===== config.mk =====
export PLATFORM = sky130hd
export DESIGN_NAME = dnn_result_postproc_flat
export DESIGN_NICKNAME = d
export VERILOG_FILES = /design/src/rtl/dnn_result_postproc_if.sv /design/src/rtl/dnn_result_postproc.sv /design/src/flat_wrapper.sv
export SDC_FILE = /design/constraint.sdc
export NUM_CORES = 1
export LEC_CHECK = 0
export ABC_AREA = 1
export BUFFER_PORTS_ARGS = -buffer_cell sky130_fd_sc_hd__buf_2
export CAP_MARGIN = 20
export CORE_MARGIN = 3
export CORE_UTILIZATION = 32
export DETAILED_ROUTE_END_ITERATION = 7
export PLACE_DENSITY_LB_ADDON = 0.3
export RECOVER_POWER = 50
export SYNTH_ARGS = -nofsm -noshare
export SYNTH_HDL_FRONTEND = slang
export SYNTH_SLANG_ARGS = --single-unit

===== constraint.sdc =====
create_clock -name clk -period 9.18 [get_ports clk]
set_clock_uncertainty 0.15 [all_clocks]
set_input_delay 0.459 -clock clk [delete_from_list [all_inputs] [get_ports clk]]
set_output_delay 0.459 -clock clk [all_outputs]
set_load 0.01 [all_outputs]

===== src/rtl/dnn_result_postproc_if.sv =====
// Activation stream toward the next layer: valid/ready handshake carrying a
// requantised activation and its position within the batch.
interface dnn_result_postproc_if #(
    parameter int LOGDEPTH = 6,
    parameter int OUT_W    = 16
);
    logic                out_valid;
    logic                out_ready;
    logic [OUT_W-1:0]    out_data;
    logic [LOGDEPTH-1:0] out_idx;

    modport master (output out_valid, output out_data, output out_idx, input out_ready);
    modport slave  (input out_valid, input out_data, input out_idx, output out_ready);
endinterface


===== src/rtl/dnn_result_postproc.sv =====
// Result post-processor: fetches one 64-word batch from the dot-product
// accelerator, applies bias, optional ReLU and Q16.16 -> Q8.8 requantisation
// with saturation, and streams the activations out through a fall-through FIFO.
module dnn_result_postproc #(
    parameter int DEPTH    = 64,
    parameter int LOGDEPTH = 6,
    parameter int SHIFT    = 8,
    parameter int OUT_W    = 16
) (
    input  logic                  clk,
    input  logic                  rst,
    input  logic                  start,
    input  logic [31:0]           bias,
    input  logic                  relu_en,
    output logic                  busy,
    output logic                  done,
    output logic [LOGDEPTH:0]     sat_count,
    output logic                  EN_readMem,
    input  logic                  VALID_memVal,
    input  logic [31:0]           memVal_data,
    dnn_result_postproc_if.master outStream
);

    localparam logic [LOGDEPTH:0]   LAST_BEAT = (LOGDEPTH + 1)'(DEPTH - 1);
    localparam logic [LOGDEPTH:0]   FIFO_FULL = (LOGDEPTH + 1)'(DEPTH);
    localparam logic signed [32:0]  OUT_MAX   = 33'((2 ** (OUT_W - 1)) - 1);
    localparam logic signed [32:0]  OUT_MIN   = -OUT_MAX - 33'sd1;

    typedef enum logic [1:0] {IDLE, REQ, COLLECT, FLUSH} state_t;

    state_t                     state;
    logic [LOGDEPTH:0]          beatCnt;
    logic [31:0]                biasReg;
    logic                       reluEn;

    logic                       s1Valid;
    logic [LOGDEPTH-1:0]        s1Idx;
    logic signed [32:0]         s1Sum;
    logic                       s2Valid;
    logic [LOGDEPTH-1:0]        s2Idx;
    logic [OUT_W-1:0]           s2Data;

    logic signed [32:0]         reluSum;
    logic signed [32:0]         shSum;
    logic [OUT_W-1:0]           satData;
    logic                       satHit;

    logic [LOGDEPTH+OUT_W-1:0]  fifoMem [DEPTH];
    logic [LOGDEPTH-1:0]        wrPtr;
    logic [LOGDEPTH-1:0]        rdPtr;
    logic [LOGDEPTH:0]          fifoCount;
    logic [LOGDEPTH+OUT_W-1:0]  head;
    logic                       fifoEmpty;
    logic                       fifoFull;
    logic                       push;
    logic                       pop;

    logic                       startAccept;
    logic                       beatAccept;

    assign fifoEmpty   = (fifoCount == '0);
    assign fifoFull    = (fifoCount == FIFO_FULL);
    assign startAccept = (state == IDLE) && start && fifoEmpty;
    assign beatAccept  = (state == COLLECT) && VALID_memVal;
    assign push        = s2Valid;
    assign pop         = !fifoEmpty && outStream.out_ready;

    // Batch control FSM with registered busy/done/read-request outputs.
    always_ff @(posedge clk) begin
        // NOTE: state is updated with non-blocking assignments so every register
        // in this block samples pre-edge values, independent of statement order.
        if (rst) begin
            state      <= IDLE;
            busy       <= 1'b0;
            done       <= 1'b0;
            EN_readMem <= 1'b0;
            beatCnt    <= '0;
            biasReg    <= '0;
            reluEn     <= 1'b0;
        end else begin
            done       <= 1'b0;
            EN_readMem <= 1'b0;
            case (state)
                IDLE: begin
                    if (startAccept) begin
                        biasReg    <= bias;
                        reluEn     <= relu_en;
                        beatCnt    <= '0;
                        busy       <= 1'b1;
                        EN_readMem <= 1'b1;
                        state      <= REQ;
                    end
                end
                REQ: state <= COLLECT;
                COLLECT: begin
                    if (VALID_memVal) begin
                        beatCnt <= beatCnt + 1'b1;
                        if (beatCnt == LAST_BEAT) state <= FLUSH;
                    end
                end
                FLUSH: begin
                    // Stage 2 drains unconditionally, so once stage 1 is empty the
                    // last result lands in the FIFO on this same edge.
                    if (!s1Valid) begin
                        done  <= 1'b1;
                        busy  <= 1'b0;
                        state <= IDLE;
                    end
                end
                default: state <= IDLE;
            endcase
        end
    end

    // Stage 1: widen to 33 bits and add the latched bias without wrap.
    always_ff @(posedge clk) begin
        if (rst) begin
            s1Valid <= 1'b0;
            s1Idx   <= '0;
            s1Sum   <= '0;
        end else begin
            s1Valid <= beatAccept;
            s1Idx   <= beatCnt[LOGDEPTH-1:0];
            s1Sum   <= $signed({memVal_data[31], memVal_data}) + $signed({biasReg[31], biasReg});
        end
    end

    // Stage 2 combinational part: ReLU, arithmetic shift, saturation to OUT_W.
    always_comb begin
        // NOTE: every variable gets a default before any branch so no path infers a latch.
        reluSum = s1Sum;
        satHit  = 1'b0;
        if (reluEn && (s1Sum < 0)) reluSum = '0;
        shSum   = reluSum >>> SHIFT;
        satData = shSum[OUT_W-1:0];
        if (shSum > OUT_MAX) begin
            satData = OUT_MAX[OUT_W-1:0];
            satHit  = 1'b1;
        end else if (shSum < OUT_MIN) begin
            satData = OUT_MIN[OUT_W-1:0];
            satHit  = 1'b1;
        end
    end

    // Stage 2 register and per-batch saturation counter.
    always_ff @(posedge clk) begin
        if (rst) begin
            s2Valid   <= 1'b0;
            s2Idx     <= '0;
            s2Data    <= '0;
            sat_count <= '0;
        end else begin
            s2Valid <= s1Valid;
            s2Idx   <= s1Idx;
            s2Data  <= satData;
            if (startAccept)           sat_count <= '0;
            else if (s1Valid && satHit) sat_count <= sat_count + 1'b1;
        end
    end

    // FIFO pointers and occupancy; pointers wrap naturally at DEPTH.
    always_ff @(posedge clk) begin
        if (rst) begin
            wrPtr     <= '0;
            rdPtr     <= '0;
            fifoCount <= '0;
        end else begin
            if (push) wrPtr <= wrPtr + 1'b1;
            if (pop)  rdPtr <= rdPtr + 1'b1;
            case ({push, pop})
                2'b10:   fifoCount <= fifoCount + 1'b1;
                2'b01:   fifoCount <= fifoCount - 1'b1;
                default: ;
            endcase
        end
    end

    // FIFO storage write port.
    always_ff @(posedge clk) begin
        // NOTE: the storage array is not reset; occupancy lives in the pointers,
        // so stale entries are never presented.
        if (push) fifoMem[wrPtr] <= {s2Idx, s2Data};
    end

    // Start waits for an empty FIFO, so a push into a full FIFO is a design error.
    always_ff @(posedge clk) begin
        if (!rst) assert (!(push && fifoFull));
    end

    // First-word fall-through head; zero while empty.
    assign head                = fifoMem[rdPtr];
    assign outStream.out_valid = !fifoEmpty;
    assign outStream.out_data  = fifoEmpty ? '0 : head[OUT_W-1:0];
    assign outStream.out_idx   = fifoEmpty ? '0 : head[OUT_W +: LOGDEPTH];

endmodule

===== src/flat_wrapper.sv =====
// flat-port wrapper written by rule: the top's interface ports become plain ports
module dnn_result_postproc_flat 
#(
    parameter int DEPTH    = 64,
    parameter int LOGDEPTH = 6,
    parameter int SHIFT    = 8,
    parameter int OUT_W    = 16
)
  (clk, rst, start, bias, relu_en, busy, done, sat_count, EN_readMem, VALID_memVal, memVal_data, outStream_out_valid, outStream_out_data, outStream_out_idx, outStream_out_ready);
  dnn_result_postproc_if #(.LOGDEPTH(LOGDEPTH), .OUT_W(OUT_W)) outStream_i ();
  input  logic clk;
  input  logic rst;
  input  logic start;
  input  logic [31:0] bias;
  input  logic relu_en;
  output logic busy;
  output logic done;
  output logic [LOGDEPTH:0] sat_count;
  output logic EN_readMem;
  input  logic VALID_memVal;
  input  logic [31:0] memVal_data;
  output wire logic [$bits(outStream_i.out_valid)-1:0] outStream_out_valid;
  output wire logic [$bits(outStream_i.out_data)-1:0] outStream_out_data;
  output wire logic [$bits(outStream_i.out_idx)-1:0] outStream_out_idx;
  input wire logic [$bits(outStream_i.out_ready)-1:0] outStream_out_ready;
  assign outStream_out_valid = outStream_i.out_valid;
  assign outStream_out_data = outStream_i.out_data;
  assign outStream_out_idx = outStream_i.out_idx;
  assign outStream_i.out_ready = outStream_out_ready;
  dnn_result_postproc #(.DEPTH(DEPTH), .LOGDEPTH(LOGDEPTH), .SHIFT(SHIFT), .OUT_W(OUT_W)) u_core (.clk(clk), .rst(rst), .start(start), .bias(bias), .relu_en(relu_en), .busy(busy), .done(done), .sat_count(sat_count), .EN_readMem(EN_readMem), .VALID_memVal(VALID_memVal), .memVal_data(memVal_data), .outStream(outStream_i));
endmodule

==> summary.txt <==
STATUS
--------------------------------------------------------------------------------------------------
Outcome ............................................................................. finished, violations left
Violations in the final reports ..................................................... max-capacitance violations, max-slew violations

SETUP PATH
--------------------------------------------------------------------------------------------------
WP buf/inv ..........................................................................            4
Cell at the slowest stage of the critical path ...................................... sky130_fd_sc_hd__buf_4
Nature of the critical path endpoint ................................................ primary output
Required @ worst endpoint ...........................................................      8.57 ns
Cell type group with the largest total delay on the critical path ................... buffers and inverters
Delay of the slowest critical-path stage ............................................      0.82 ns
Launch instance of the worst register-to-register path .............................. u_core.s2Data[7]
CP startpoint kind ..................................................................     register
Worst Path Arrival ..................................................................      5.22 ns
Max FO, Critical Path ...............................................................           76
Startpoint-to-endpoint class of the critical path ...................................   reg -> out
Register-to-register path setup slack ...............................................      5.08 ns
Critical path, cell by cell ......................................................... buf_4, buf_4, buf_4, nand2_1, nand3_1, nand3_1, nand2_1, nand2_1, nand3_1, nand3_1, a21oi_1, buf_2
Most frequent cell on the critical path ............................................. sky130_fd_sc_hd__nand3_1

GRT
--------------------------------------------------------------------------------------------------
Pin count of the biggest net entering global routing ................................          180
First-pass GRT wire length ..........................................................    279000 um
Global Route Usage Sum ..............................................................        0.181
Initial antenna violation count .....................................................            7
Global route total overflow .........................................................            0
Number of global-route vias before repair ...........................................        41800

CLOCK TREE
--------------------------------------------------------------------------------------------------
Total clock sinks ...................................................................         1540
Clock transition time at the flip-flop clock pins of the worst setup and hold paths .      0.06 ns
TritonCTS clock tree ................................................................          yes
TritonCTS Buffers ...................................................................          156
Clk_lat worst skew ..................................................................      0.78 ns
Clock Tree Buf Depth ................................................................            3
Clock root cell ..................................................................... sky130_fd_sc_hd__clkbuf_16
Htree depth .........................................................................            4
Post-cts repair resize count ........................................................            0

DETAILED ROUTING
--------------------------------------------------------------------------------------------------
First-pass iteration count of the detailed router ...................................            5
Total routed wirelength .............................................................    190000 um
DRC violation count after routing ...................................................            0
DR iter-0 viols .....................................................................         4551
Via count ...........................................................................        43900
Vias per cell .......................................................................         5.07
Detail Route Antenna Nets ...........................................................            0
Average detailed-routed wire length per instance ....................................      21.9 um

STA
--------------------------------------------------------------------------------------------------
Final worst slack ...................................................................      3.36 ns
Measured slew at the worst slew-check pin ...........................................      4.00 ns
Setup repair after global routing missed its margin .................................           no
Final critical-path share of the clock period .......................................        0.635
Count of final setup violators ......................................................            0
Maximum frequency from static timing analysis .......................................      172 MHz
Final Hold Vio Count ................................................................            0
Number of slew-limit violations in the final report .................................         1548
Max-slew headroom at the worst pin ..................................................        -1.67
TNS Setup ...........................................................................         0 ns
Period minus WS final ...............................................................      5.82 ns

LOGIC SYNTHESIS
--------------------------------------------------------------------------------------------------
Most frequently used flop master after synthesis .................................... sky130_fd_sc_hd__edfxtp_1
Cell types with the largest area share after synthesis .............................. sky130_fd_sc_hd__edfxtp_1 (66%), sky130_fd_sc_hd__nand2_1 (12%), sky130_fd_sc_hd__nand3_1 (10%)
Post-Synthesis Mean Instance Area ...................................................   11.0 sq um
Top cell types by occurrence after synthesis ........................................ sky130_fd_sc_hd__nand2_1 (2069), sky130_fd_sc_hd__edfxtp_1 (1408), sky130_fd_sc_hd__nand3_1 (1272), sky130_fd_sc_hd__nor2_1 (171), sky130_fd_sc_hd__buf_2 (146)
Mux cell area share after synthesis .................................................            0
Most numerous cell in the Yosys netlist ............................................. sky130_fd_sc_hd__nand2_1
Cell type contributing the most total cell area after synthesis ..................... sky130_fd_sc_hd__edfxtp_1
Synthesis Warnings ..................................................................            0
Syn nets ............................................................................         5920
Share of the synthesized area in the top cell type ..................................        0.664
Simple-gate share of the synthesized area ...........................................        0.236
Cells after synthesis ...............................................................         5808
Share of the yosys chip area belonging to registers .................................        0.705
Mapped Area .........................................................................  63700 sq um
Number of distinct standard cells referenced by the synthesized netlist .............           31
Post-synth EDFFs ....................................................................         1408
Post-synthesis sequential element count .............................................         1540
Post-Synth Adder-Cell Area ..........................................................      0.00825
Async set-or-reset flop fraction in the synthesized netlist .........................            0
Synth Area in Compound Gates ........................................................       0.0144
Largest family of logic cells by synthesized area ................................... simple AND/OR/NAND/NOR gates
Area share of xor/xnor cells in the synthesized design ..............................      0.00302

FLOORPLANNING
--------------------------------------------------------------------------------------------------
Area inside the core boundary ....................................................... 198000 sq um
Die span in x .......................................................................       452 um
Placement row count .................................................................          163
Initial Util ........................................................................        0.322
Area of the die ..................................................................... 204000 sq um
Count of pins on the block boundary .................................................          103
Die height ..........................................................................       452 um

MIN PATH
--------------------------------------------------------------------------------------------------
Critical hold path startpoint ....................................................... outStream_out_ready
Hold Path Class .....................................................................    in -> reg

PWR
--------------------------------------------------------------------------------------------------
Static leakage ......................................................................      26.3 nW
Final Power .........................................................................      19.1 mW
Worst vdd ir ........................................................................     0.182 mV
Ratio of total power to cell area ...................................................  264 nW/um^2

PLACEMENT
--------------------------------------------------------------------------------------------------
Dpl cell area .......................................................................  67100 sq um
Weighted congestion at the end of routability-driven global placement ...............        0.894
Placed wire-length estimate .........................................................    102000 um
Quantity of I/O buffers inserted on ports ...........................................          102
Worst slack at placement ............................................................      4.20 ns

FLOW RUN
--------------------------------------------------------------------------------------------------
Max-cap violations ..................................................................           28

CELLS AND AREA
--------------------------------------------------------------------------------------------------
Fraction of final layout cells sized beyond drive strength 1 ........................       0.0749
Number of filler cells placed in the layout .........................................        19300
Net count, final ....................................................................         6001
Area growth from synthesis to layout ................................................        13.4%
Cell area after layout ..............................................................  72200 sq um

==> state kept, by name, indices dropped and copies added, names as in the netlist, 2 cells and up, named ones only <==
register,cells
u_core.beatCnt,7
u_core.biasReg,32
u_core.fifoCount,7
u_core.fifoMem,1408
u_core.rdPtr,6
u_core.s1Idx,6
u_core.s1Sum,25
u_core.s2Data,16
u_core.s2Idx,6
u_core.sat_count,7
u_core.state,2
u_core.wrPtr,6
==> through the flow <==
step	util	hold WS, ns	instances
6_report	0.366	0.0711	8654
5_1_grt	0.365	0.0754	8652
4_1_cts	0.366	0.00203	8649
3_5_place_dp	0.339	0.236	8324
3_3_place_gp	0.339	0.237	8324
2_1_floorplan	-	0.238	5808
==> cell families (layout without fill, tap and decap cells) <==
kind of cell               after synthesis  after routing
AOI/OAI and AO/OA                      180            180
xor gates and xnor gates                22             22
adders and majority gates               42             42
buffers and inverters                  470            672
DFF                                   1540           1540
other                                    0              4
and+or+nand+nor                       3554           3554
==> metal layers <==
| layer | up-vias | global-route usage | wire, um |
|---|---|---|---|
| li1 | 20300 | - | - |
| met1 | 21400 | 0.255 | 81700 |
| met2 | 1797 | 0.280 | 85500 |
| met3 | 295 | 0.0284 | 15200 |
| met4 | 2 | 0.0732 | 7450 |
| met5 | - | 0 | 7 |
==> report_power, final <==
part	switching, mW	internal, mW
registers	0.165	8.01
logic	3.57	1.22
clock network	2.67	3.46
==> cell type report <==
| type | count | area [sq um] | area share |
|---|---|---|---|
| repair buffers | 253 | 1750 | 0.0242 |
| multi-input cells | 3798 | 16900 | 0.234 |
| inverters | 140 | 547 | 0.00757 |
| diodes | 4 | 10.0 | 0.000139 |
| clock inverters | 73 | 577 | 0.00799 |
| well taps | 2640 | 3300 | 0.0457 |
| clock buffers | 206 | 4230 | 0.0585 |
| flip-flops and latches | 1540 | 44900 | 0.622 |
==> cells in the final DEF (no fill, tap or decap), types with 2 or more instances in the layout <==
cell type,Yosys,layout
sky130_fd_sc_hd__inv_8,0,3
sky130_fd_sc_hd__clkbuf_16,0,161
sky130_fd_sc_hd__o21ai_0,54,54
sky130_fd_sc_hd__buf_2,146,91
sky130_fd_sc_hd__inv_1,130,132
sky130_fd_sc_hd__o21bai_1,1,2
sky130_fd_sc_hd__nand2_1,2069,2069
sky130_fd_sc_hd__dlygate4sd3_1,0,46
sky130_fd_sc_hd__clkinv_1,3,40
sky130_fd_sc_hd__inv_2,7,2
sky130_fd_sc_hd__buf_4,47,74
sky130_fd_sc_hd__a21oi_1,121,121
sky130_fd_sc_hd__a31oi_1,2,2
sky130_fd_sc_hd__ha_1,42,42
sky130_fd_sc_hd__clkinv_2,0,21
sky130_fd_sc_hd__dfxtp_1,132,120
sky130_fd_sc_hd__nor2_1,171,114
sky130_fd_sc_hd__xnor2_1,10,10
sky130_fd_sc_hd__nor3_2,0,3
sky130_fd_sc_hd__clkinv_8,0,4
sky130_fd_sc_hd__inv_6,0,3
sky130_fd_sc_hd__xor2_1,12,12
sky130_fd_sc_hd__nand4_1,10,10
sky130_fd_sc_hd__nor3_1,22,19
sky130_fd_sc_hd__clkbuf_1,88,77
sky130_fd_sc_hd__buf_12,0,6
sky130_fd_sc_hd__clkbuf_8,0,3
sky130_fd_sc_hd__dfxtp_4,0,4
sky130_fd_sc_hd__nor2_2,0,44
sky130_fd_sc_hd__diode_2,0,4
sky130_fd_sc_hd__nor2_4,0,13
sky130_fd_sc_hd__bufinv_16,0,8
sky130_fd_sc_hd__edfxtp_1,1408,1408
sky130_fd_sc_hd__dfxtp_2,0,8
sky130_fd_sc_hd__nand3_1,1272,1272
sky130_fd_sc_hd__nand3b_1,4,4
==> timing repair <==
item / 4_1_cts / 5_1_grt
hold buffers: 46 / 0
buffers inserted: 0 / 0
endpoints found under the hold margin: 49 / 0
==> path summary, 6_finish.rpt <==
check	depth (start not counted)	to
setup reg to reg	1	u_core.fifoMem[6][7]
hold / removal	4	register
hold reg to reg	2	u_core.s2Idx[3]
setup / recovery	12	outStream_out_idx[1]
Power figures use the tool's default switching activity.
